`config.mk`:
```
export PLATFORM = sky130hd
export DESIGN_NAME = arbitro_salida
export DESIGN_NICKNAME = d
export VERILOG_FILES = /design/src/rtl/arbitro_salida_pkg.sv /design/src/rtl/arbitro_salida_fifo_skid_2.sv /design/src/rtl/arbitro_salida.sv
export SDC_FILE = /design/constraint.sdc
export NUM_CORES = 1
export LEC_CHECK = 0
export ABC_AREA = 1
export BUFFER_PORTS_ARGS = -buffer_cell sky130_fd_sc_hd__buf_2
export CAP_MARGIN = 20
export CORE_UTILIZATION = 54
export CTS_CLUSTER_DIAMETER = 50
export DETAILED_ROUTE_END_ITERATION = 12
export GPL_ROUTABILITY_DRIVEN = 0
export GPL_TIMING_DRIVEN = 1
export PLACE_DENSITY = 0.8
export SLEW_MARGIN = 40
export SYNTH_ARGS = -nofsm -noshare
export SYNTH_HDL_FRONTEND = slang
export SYNTH_SLANG_ARGS = --single-unit
```
`constraint.sdc`:
```
create_clock -name clk -period 2.93 [get_ports clk]
set_input_delay 0.586 -clock clk [delete_from_list [all_inputs] [get_ports clk]]
set_output_delay 0.586 -clock clk [all_outputs]
set_load 0.01 [all_outputs]
```
`src/rtl/arbitro_salida_pkg.sv`:
```
// -----------------------------------------------------------------------------
// arbitro_salida_pkg
// Shared constants, types and helpers for the output-side drain arbiter.
//   NPORTS    : number of drained output FIFOs (P4..P7 mapped to 0..3)
//   BUF_DEPTH : depth of the {port,data} output buffer
//   state_t   : drain FSM encoding (IDLE / ACTIVE)
//   rr_pick   : round-robin scan starting one past the last granted port
// -----------------------------------------------------------------------------
package arbitro_salida_pkg;

    localparam int NPORTS    = 4;
    localparam int PORT_W    = 2;
    localparam int BUF_DEPTH = 2;
    localparam int OCC_W     = 2;

    localparam logic [PORT_W-1:0] PORT_P4 = 2'd0;
    localparam logic [PORT_W-1:0] PORT_P5 = 2'd1;
    localparam logic [PORT_W-1:0] PORT_P6 = 2'd2;
    localparam logic [PORT_W-1:0] PORT_P7 = 2'd3;

    typedef enum logic {
        ST_IDLE   = 1'b0,
        ST_ACTIVE = 1'b1
    } state_t;

    typedef struct packed {
        logic              valid;
        logic [PORT_W-1:0] port;
    } grant_t;

    // First requesting port scanning ptr+1, ptr+2, ... modulo NPORTS.
    // The 2-bit add wraps naturally, so ptr itself is checked last.
    function automatic grant_t rr_pick(input logic [PORT_W-1:0] ptr,
                                       input logic [NPORTS-1:0] req);
        grant_t            g;
        logic [PORT_W-1:0] idx;
        g.valid = 1'b0;
        g.port  = ptr;
        for (int k = 1; k <= NPORTS; k++) begin
            idx = ptr + PORT_W'(k);
            if (!g.valid && req[idx]) begin
                g.valid = 1'b1;
                g.port  = idx;
            end else begin
                g = g;
            end
        end
        return g;
    endfunction

endpackage

```
`src/rtl/arbitro_salida_fifo_skid_2.sv`:
```
// -----------------------------------------------------------------------------
// fifo_skid_2
// Two-entry shift-style FIFO. Entry 0 is always the head, so the head output
// comes straight from a register with no read-pointer mux.
//   clk, reset_L     : clock, asynchronous active-low reset
//   push, push_data  : write a new entry at the tail
//   pop              : remove the head (ignored when empty)
//   head             : current head entry
//   occ, empty, full : occupancy and derived flags
// -----------------------------------------------------------------------------
module fifo_skid_2
    import arbitro_salida_pkg::*;
#(
    parameter int W = 8
) (
    input  logic             clk,
    input  logic             reset_L,
    input  logic             push,
    input  logic [W-1:0]     push_data,
    input  logic             pop,
    output logic [W-1:0]     head,
    output logic [OCC_W-1:0] occ,
    output logic             empty,
    output logic             full
);

    logic [W-1:0]     ent0_r;
    logic [W-1:0]     ent1_r;
    logic [OCC_W-1:0] occ_r;
    logic             pop_ok_s;
    logic             push_ok_s;

    assign pop_ok_s  = pop && (occ_r != 2'd0);
    // A push into a full buffer is only accepted when the head leaves the same cycle.
    assign push_ok_s = push && ((occ_r != 2'd2) || pop_ok_s);

    // Storage and occupancy update for push/pop combinations.
    always_ff @(posedge clk or negedge reset_L) begin
        if (!reset_L) begin
            ent0_r <= '0;
            ent1_r <= '0;
            occ_r  <= 2'd0;
        end else begin
            case ({push_ok_s, pop_ok_s})
                2'b01: begin
                    ent0_r <= ent1_r;
                    occ_r  <= occ_r - 2'd1;
                end
                2'b10: begin
                    if (occ_r == 2'd0) begin
                        ent0_r <= push_data;
                    end else begin
                        ent1_r <= push_data;
                    end
                    occ_r <= occ_r + 2'd1;
                end
                2'b11: begin
                    // Occupancy unchanged: new word lands behind whatever remains.
                    if (occ_r == 2'd1) begin
                        ent0_r <= push_data;
                    end else begin
                        ent0_r <= ent1_r;
                        ent1_r <= push_data;
                    end
                end
                default: begin
                    occ_r <= occ_r;
                end
            endcase
        end
    end

    assign head  = ent0_r;
    assign occ   = occ_r;
    assign empty = (occ_r == 2'd0);
    assign full  = (occ_r == 2'd2);

endmodule

```
`src/rtl/arbitro_salida.sv`:
```
// -----------------------------------------------------------------------------
// arbitro_salida
// Drains output FIFOs P4..P7 round-robin into one valid/ready stream tagged
// with the source port, and counts delivered words per port.
//   clk, reset_L             : clock, asynchronous active-low reset
//   empty_P4..P7, data_P4..P7: FIFO status and read data (data valid the cycle
//                              after that FIFO's pop)
//   ready_out                : downstream accepts data_out this cycle
//   pop_F4..F7               : one-cycle pop strobes (at most one high)
//   data_out, port_out       : head of the 2-entry output buffer
//   valid_out                : output buffer not empty
//   idle                     : nothing buffered and no pop in flight
//   count_P4..P7             : delivered-word counters (wrap silently)
// -----------------------------------------------------------------------------
module arbitro_salida
    import arbitro_salida_pkg::*;
#(
    parameter int DATA_W = 6,
    parameter int CNT_W  = 8
) (
    input  logic              clk,
    input  logic              reset_L,
    input  logic              empty_P4,
    input  logic              empty_P5,
    input  logic              empty_P6,
    input  logic              empty_P7,
    input  logic [DATA_W-1:0] data_P4,
    input  logic [DATA_W-1:0] data_P5,
    input  logic [DATA_W-1:0] data_P6,
    input  logic [DATA_W-1:0] data_P7,
    input  logic              ready_out,
    output logic              pop_F4,
    output logic              pop_F5,
    output logic              pop_F6,
    output logic              pop_F7,
    output logic [DATA_W-1:0] data_out,
    output logic [1:0]        port_out,
    output logic              valid_out,
    output logic              idle,
    output logic [CNT_W-1:0]  count_P4,
    output logic [CNT_W-1:0]  count_P5,
    output logic [CNT_W-1:0]  count_P6,
    output logic [CNT_W-1:0]  count_P7
);

    localparam int ENT_W = PORT_W + DATA_W;
    localparam logic [CNT_W-1:0] CNT_ONE = {{(CNT_W-1){1'b0}}, 1'b1};

    logic [NPORTS-1:0] nonempty_s;
    logic [NPORTS-1:0] pop_vec_s;
    grant_t            grant_s;
    logic              credit_ok_s;
    logic              pop_any_s;
    logic              xfer_s;
    logic              inflight_r;
    logic [PORT_W-1:0] inflight_port_r;
    logic [PORT_W-1:0] rr_ptr_r;
    logic [DATA_W-1:0] cap_data_s;
    logic [ENT_W-1:0]  head_s;
    logic [OCC_W-1:0]  occ_s;
    logic              buf_empty_s;
    logic              buf_full_s;
    logic [CNT_W-1:0]  cnt_r [NPORTS];
    state_t            state_r;
    state_t            state_nx_s;
    logic              idle_s;

    assign nonempty_s = ~{empty_P7, empty_P6, empty_P5, empty_P4};
    assign valid_out  = ~buf_empty_s;
    assign xfer_s     = valid_out && ready_out;
    assign grant_s    = rr_pick(rr_ptr_r, nonempty_s);

    // Credit: buffered + in-flight words, minus the one leaving now, must stay
    // below the buffer depth. The full/no-transfer term is implied by it and
    // only makes the overflow guard obvious at a glance.
    assign credit_ok_s = (({1'b0, occ_s} + {2'b00, inflight_r}) < (3'd2 + {2'b00, xfer_s}))
                         && !(buf_full_s && !xfer_s);

    // Pops are held low while reset is asserted even if a FIFO is non-empty.
    assign pop_any_s = reset_L && credit_ok_s && grant_s.valid;

    // Decode the grant into the one-hot pop strobes.
    always_comb begin
        pop_vec_s = '0;
        if (pop_any_s) begin
            pop_vec_s[grant_s.port] = 1'b1;
        end else begin
            pop_vec_s = '0;
        end
    end

    assign pop_F4 = pop_vec_s[PORT_P4];
    assign pop_F5 = pop_vec_s[PORT_P5];
    assign pop_F6 = pop_vec_s[PORT_P6];
    assign pop_F7 = pop_vec_s[PORT_P7];

    // Round-robin pointer and in-flight tracking of last cycle's pop.
    always_ff @(posedge clk or negedge reset_L) begin
        if (!reset_L) begin
            inflight_r      <= 1'b0;
            inflight_port_r <= PORT_P4;
            rr_ptr_r        <= PORT_P7;
        end else begin
            inflight_r <= pop_any_s;
            if (pop_any_s) begin
                inflight_port_r <= grant_s.port;
                rr_ptr_r        <= grant_s.port;
            end else begin
                inflight_port_r <= inflight_port_r;
                rr_ptr_r        <= rr_ptr_r;
            end
        end
    end

    // Select the read data of the port popped in the previous cycle.
    always_comb begin
        cap_data_s = data_P4;
        case (inflight_port_r)
            PORT_P4: cap_data_s = data_P4;
            PORT_P5: cap_data_s = data_P5;
            PORT_P6: cap_data_s = data_P6;
            PORT_P7: cap_data_s = data_P7;
            default: cap_data_s = data_P4;
        endcase
    end

    fifo_skid_2 #(
        .W (ENT_W)
    ) u_buf (
        .clk       (clk),
        .reset_L   (reset_L),
        .push      (inflight_r),
        .push_data ({inflight_port_r, cap_data_s}),
        .pop       (xfer_s),
        .head      (head_s),
        .occ       (occ_s),
        .empty     (buf_empty_s),
        .full      (buf_full_s)
    );

    assign data_out = head_s[DATA_W-1:0];
    assign port_out = head_s[ENT_W-1:DATA_W];

    // Per-port delivered-word counters, bumped on each accepted transfer.
    always_ff @(posedge clk or negedge reset_L) begin
        if (!reset_L) begin
            for (int p = 0; p < NPORTS; p++) begin
                cnt_r[p] <= '0;
            end
        end else begin
            if (xfer_s) begin
                cnt_r[port_out] <= cnt_r[port_out] + CNT_ONE;
            end else begin
                cnt_r[port_out] <= cnt_r[port_out];
            end
        end
    end

    assign count_P4 = cnt_r[0];
    assign count_P5 = cnt_r[1];
    assign count_P6 = cnt_r[2];
    assign count_P7 = cnt_r[3];

    // FSM state register.
    always_ff @(posedge clk or negedge reset_L) begin
        if (!reset_L) begin
            state_r <= ST_IDLE;
        end else begin
            state_r <= state_nx_s;
        end
    end

    // FSM next state: idle again once buffer and pipeline both drain.
    always_comb begin
        state_nx_s = state_r;
        case (state_r)
            ST_IDLE: begin
                if (pop_any_s) begin
                    state_nx_s = ST_ACTIVE;
                end else begin
                    state_nx_s = ST_IDLE;
                end
            end
            ST_ACTIVE: begin
                if (!pop_any_s && (({1'b0, occ_s} + {2'b00, inflight_r}) == {2'b00, xfer_s})) begin
                    state_nx_s = ST_IDLE;
                end else begin
                    state_nx_s = ST_ACTIVE;
                end
            end
            default: state_nx_s = ST_IDLE;
        endcase
    end

    // FSM outputs.
    always_comb begin
        idle_s = 1'b0;
        if (state_r == ST_IDLE) begin
            idle_s = 1'b1;
        end else begin
            idle_s = 1'b0;
        end
    end

    assign idle = idle_s;

endmodule

```
---- Word level (Yosys, flattened, before mapping) ----
Index checks and enable logic that the tools add are counted.
W data, S select, Z words.
storage, ports and cells
  memories ................................ 0
  memory bits (writable) .................. 0
  memory bits (read-only) ................. 0
  input bits .............................. 31
  latch bits .............................. 0
  output and inout port bits .............. 46
  register bits ........................... 56
cells by class
  reductions and logical operators ........ 28
  mux-type cells .......................... 35
  add/sub/neg operators ................... 8
  equal/unequal tests ..................... 13
  shift-type cells ........................ 0
  bitwise logic cells ..................... 4
  div/mod/pow operators ................... 0
  multiply operators ...................... 0
  $lt $le $gt $ge ......................... 9
operators with widths
  operator               number
  $bwmux W32             2
  $mux W8                7
  $mux W32               1
  $pmux W6 S4            1
  $pmux W8 S3            1
  $bmux W8 S2            1
  $demux W8 S2           1
  $pmux W8 S2            1
  $lt A2 B3 Y1 const B   5
  $logic_and A1 B1 Y1    13
  $mux W3                4
  $eq A2 B2 Y1 const B   5
  $add A8 B1 Y8 const B  1
  $bmux W1 S2            4
  $mux W1                8
  $ne A2 B2 Y1 const B   4
  $eq A2 B1 Y1 const B   3
  $logic_not A1 Y1       6
  $reduce_bool A2 Y1     3
  $add A2 B1 Y2 const B  2
  $add A2 B2 Y2 const B  2
  $logic_not A2 Y1       2
  $mux W4                1
  $not A4 Y4             1
  17 further kinds       18

---- Depth between registers and ports, before layout ----
  depth in word-level cells ............... 18
  depth in mapped cells ................... 16
  mapped depth without buffers ............ 15

---- By module ----
From an unflattened synthesis, not the netlist that was laid out.
unflattened totals
  cells, all modules ...................... 558
  area, all modules ....................... 3654.8 µm²
modules (own cells, without submodules)
  module          seq. area each (µm²)  cells each  times used  area an instance (µm²)
  arbitro_salida  953.4                 408         1           2558.7
  fifo_skid_2     450.4                 150         1           1096.1

---- Least setup slack after synthesis ----
OpenSTA, ideal clock, no wires.
  path type ............................... flip-flop to output port
  start ................................... register u_buf.occ_r[0], in the netlist u_buf.occ[0]
  end ..................................... output pop_F6
  arrival time ............................ 2171 ps
  stages on the path, launching flop included .. 15
  setup slack ............................. 173 ps
  data required time ...................... 2344 ps
  buffers on the path ..................... 1
  cells stage by stage .................... dfrtp_1 inv_1 ha_1 inv_1 nand2_2 inv_1 buf_2 ha_1 nor2_1 a211oi_1 nand2_1 o21bai_2 nor2_1 nand2_1 inv_1
on the way
  word-level cells in the longest chain between the ends .. 10
  elaborated cells on any way between the ends .. 14
  classes of those cells .................. 2 x add/sub; 1 x order compare; 1 x eq/ne; 1 x mux; 1 x bitwise; 8 x reduce/logical
RTL lines
  element                                                                RTL line                          text
  start, declared                                                        arbitro_salida_fifo_skid_2.sv:29  logic [OCC_W-1:0] occ_r;
  start signal, assigned                                                 arbitro_salida_fifo_skid_2.sv:47  occ_r <= occ_r - 2'd1;
  start signal, assigned                                                 arbitro_salida_fifo_skid_2.sv:55  occ_r <= occ_r + 2'd1;
  start signal, assigned                                                 arbitro_salida_fifo_skid_2.sv:67  occ_r <= occ_r;
  $logic_not A2 Y1 (*)                                                   arbitro_salida_fifo_skid_2.sv:75  assign empty = (occ_r == 2'd0);
  $not A1 Y1 (*)                                                         arbitro_salida.sv:69              assign valid_out = ~buf_empty_s;
  via valid_out                                                          arbitro_salida.sv:38              output logic valid_out,
  $logic_and A1 B1 Y1 (*)                                                arbitro_salida.sv:70              assign xfer_s = valid_out && ready_out;
  parallel branches: the longest is 3 deep, another holds $add A2 B1 Y3  --
  $logic_and A1 B1 Y1 (*)                                                arbitro_salida.sv:77              && !(buf_full_s && !xfer_s);
  $logic_and A1 B1 Y1 (*) (2 in a row)                                   arbitro_salida.sv:80              assign pop_any_s = reset_L && credit_ok_s && grant_s.valid;
  $mux W4 (*)                                                            arbitro_salida.sv:85              if (pop_any_s) begin
  end, declared                                                          arbitro_salida.sv:34              output logic pop_F6,
Mark *: on every way through the listed nets, which the timed path passes.

---- Worst setup path after layout ----
  start ................................... register u_buf.occ_r[0], in the netlist u_buf.occ[0]
  end ..................................... output pop_F6
on the way
  word-level cells in the longest chain between the ends .. 10
  elaborated cells on any way between the ends .. 14
  classes of those cells .................. 2 x add/sub; 1 x order compare; 1 x eq/ne; 1 x mux; 1 x bitwise; 8 x reduce/logical
RTL lines
  element                                                                RTL line
  parallel branches: the longest is 6 deep, another holds $add A2 B1 Y3  --
  $logic_and A1 B1 Y1 (*)                                                arbitro_salida.sv:77
  $logic_and A1 B1 Y1 (*) (2 in a row)                                   arbitro_salida.sv:80
  $mux W4 (*)                                                            arbitro_salida.sv:85
Every way passes the cells marked *.

==> out/metrics.cfg <==
[outcome]
status=finished, final reports clean

[finish]
n_antenna_cell=0
area_delta_synth_final_pct=19.4
register_area_um2=1400
final_layout_size_suffix_gt1_share_pct=25.1
nets=612
multi_input_area_um2=1770
fill_cells=518
fin_area_um2=4050

[synth]
synth_top_family_by_area=simple AND/OR/NAND/NOR gates
synthMuxAreaShare_pct=0
syn_inst=486
synth.avg_cell_area_um2=6.98
seq_area_frac_synth_pct=41.4
synth_area_um2=3390
synth_compound_area_share_pct=10.5
syn-num-nets=525
synth_warnings=0
synthSimpleGateAreaFrac_pct=36.8
synth_cell_types=31
synth-xor-area-share_pct=1.03
synthAdderAreaFrac_pct=2.95
ys_ff_latch=56

[die]
dieArea_um2=6600
core_area_um2=5990
start_util_pct=56.6
die_w_um=81.3
io_pins=77
rows=28
die_y_um=81.3

[setup_path]
cp_max_fo=3
cp.required_ns=2.34
endpoint_kind=output port
max_stage_delay_ns=0.43
cp.arrival_ns=2.20
cp_cell_sequence=ha_2 -> ha_1 -> inv_2 -> nor2_1 -> a211oi_2 -> nand2_2 -> o21bai_4 -> nor2_1 -> nand2_1 -> inv_1 -> buf_2
path_class=reg2out
ff2ff_setup_slack_ns=0.66
cpMaxStageDelayCell=dfrtp_1
worstSetupStartpointType=register
critical_path.most_common_cell=nor2_1

[sta]
fmax_ghz=0.359
max-slew-margin-rel_pct=48.8
fin_crit_ns=2.78
worst_pin_slew_ns=0.767
hold_viol=0
post-route-period-util_pct=95.0
drv_slew=0
setup_slack_ns=0.146
setup-violations-final=0
finalClockSkew_ns=0.00900

[cts]
numCtsBuffers=5
clock_latency_ns=0.31
tritoncts=done
postCtsHoldBufs=0
path_clk_slew_ns=0.10
clockRootBuffer=clkbuf_8
cts.sinks=56
htreeDepth=2
clockBufferDepth=2

[power_and_ir_drop]
peakVddDrop_uv=782
p_leak_uw=0.00230
powerDensity_nw_per_um2=1210

[detailed_routing]
top_layer=met4
drt-vias-per-instance=5.15
drc=0
route.met2.wl_um=4160
ant_nets=0
drt-pass1-iter-count=4
met3_length_um=386
wl_met1_um=3660
num_vias=3342
wl_per_cell_um=12.8
drtIter0Drc=186
wirelength_um=8280

[placed_design]
placed_area_um2=3860
io_buffers=76
pre_cts_ws_ns=0.298
hpwl_um=5890

[grt]
grt_start_max_net_pins=57
grt_overflow=0
grt_pass1_vias=3155
antenna_found_initial=0
grt_pass1_wl_um=13600
grt.total_usage_pct=26.2

[min_path]
hold_path.class=in2async

[run]
max-cap-violations=0

[cell usage in the layout, fill, tap and decap left out, types with 3 or more instances in the layout]
master and count:
nand3_1 22, buf_2 76, nand3_2 5, nor2_2 4, inv_2 10, nand2_2 8
nor2_1 16, dfrtp_1 54, clkbuf_8 5, ha_1 6, inv_1 35, o21ai_0 39
o21ai_1 6, buf_4 15, or2_2 6, a21oi_1 18, nand2_1 224, xor2_1 3
[registers in the layout (all words and copies together), names as in the netlist]
name and cells:
inflight_r 1, u_buf.occ 2, u_buf.ent1_r 8, count_P7 8, count_P4 8, u_buf.head 8, inflight_port_r 2, rr_ptr_r 2
count_P5 8, state_r 1, count_P6 8
[timing repair]
item | 4_1_cts | 5_1_grt
pin swaps | 1 | 4
resized for setup | 2 | 8
endpoints found under the setup margin | 4 | 4
buffers inserted | 2 | 5
[critical path: cells and delay by family (launching register included)]
| kind | cells | cell delay [ns] |
|---|---|---|
| simple gates | 4 | 0.34 |
| compound gates | 2 | 0.42 |
| fa+ha+maj | 2 | 0.47 |
| buf+inv | 3 | 0.22 |
| flops | 1 | 0.43 |
[power by group]
| part | switching (uW) | internal [uW] | leakage (uW) |
|---|---|---|---|
| combinational | 1860 | 1070 | 0.00155 |
| clock | 255 | 254 | 0.0000552 |
| sequential | 299 | 1160 | 0.000694 |
[final cells by class]
class	instances	share of cell area, %
flip-flops and latches	56	34.7
well taps	75	2.32
clock buffers	6	1.79
inverters	47	4.48
clock inverters	2	0.865
repair buffers	91	12.2
multi-input cells	372	43.7
[metrics by stage]
step	power, uW	instances	hold WS, ns	util (%)	setup TNS, ns
finish	4900	649	0.460	67.6	0
global route	5390	649	0.529	67.6	-0.00575
CTS	4810	644	0.483	66.7	0
detailed placement	4230	634	0.473	64.4	0
global placement	4130	633	0.467	64.3	0
floorplan	3420	486	0.290	-	0
[final timing paths]
| check | start | endpoint | cells after the start |
|---|---|---|---|
| hold reg to reg | u_buf.ent1_r[6]$_DFFE_PN0P_ | u_buf.ent1_r[6]$_DFFE_PN0P_ | 2 |
| max in group asynchronous | reset_L | count_P5[7]$_DFFE_PN0P_ | 2 |
| hold / removal | reset_L | count_P6[0]$_DFFE_PN0P_ | 2 |
| min in group clk | u_buf.ent1_r[6]$_DFFE_PN0P_ | u_buf.ent1_r[6]$_DFFE_PN0P_ | 2 |
| setup / recovery | u_buf.occ[0]$_DFFE_PN0P_ | pop_F6 | 11 |
| setup reg to reg | u_buf.occ[1]$_DFFE_PN0P_ | u_buf.head[3]$_DFFE_PN0P_ | 10 |
[logic make-up after synthesis]
logic type | after synthesis
compound gates | 68
buf+inv | 58
simple gates | 292
xor+xnor | 4
flops | 56
fa+ha+maj | 8
[Yosys cell counts]
cell / count / area share, %
a211oi_1: 1 / 0.22
a21oi_1: 18 / 2.7
a22oi_1: 2 / 0.44
buf_1: 1 / 0.11
buf_2: 2 / 0.30
buf_4: 2 / 0.44
buf_6: 2 / 0.66
clkbuf_1: 4 / 0.44
dfrtp_1: 54 / 40
dfstp_2: 2 / 1.5
ha_1: 8 / 3.0
inv_1: 39 / 4.3
inv_2: 6 / 0.66
inv_4: 2 / 0.37
nand2_1: 225 / 25
nand2_2: 7 / 1.3
nand2_4: 2 / 0.66
nand3_1: 22 / 3.2
nand3_2: 5 / 1.5
nand4_1: 2 / 0.37
nor2_1: 16 / 1.8
nor2_2: 4 / 0.74
nor2_4: 2 / 0.66
nor2_8: 1 / 0.59
o211ai_1: 1 / 0.22
o21ai_0: 39 / 5.8
o21ai_1: 6 / 0.89
o21bai_2: 1 / 0.33
or2_2: 6 / 1.1
xnor2_1: 1 / 0.26
xor2_1: 3 / 0.77
[metal layers]
metal,global-route usage [%],up-vias
met5,0,-
met4,6.25,0
met3,4.04,9
met2,47.4,90
met1,32.6,1552
li1,-,1691
(Power assumes the default switching activity.)
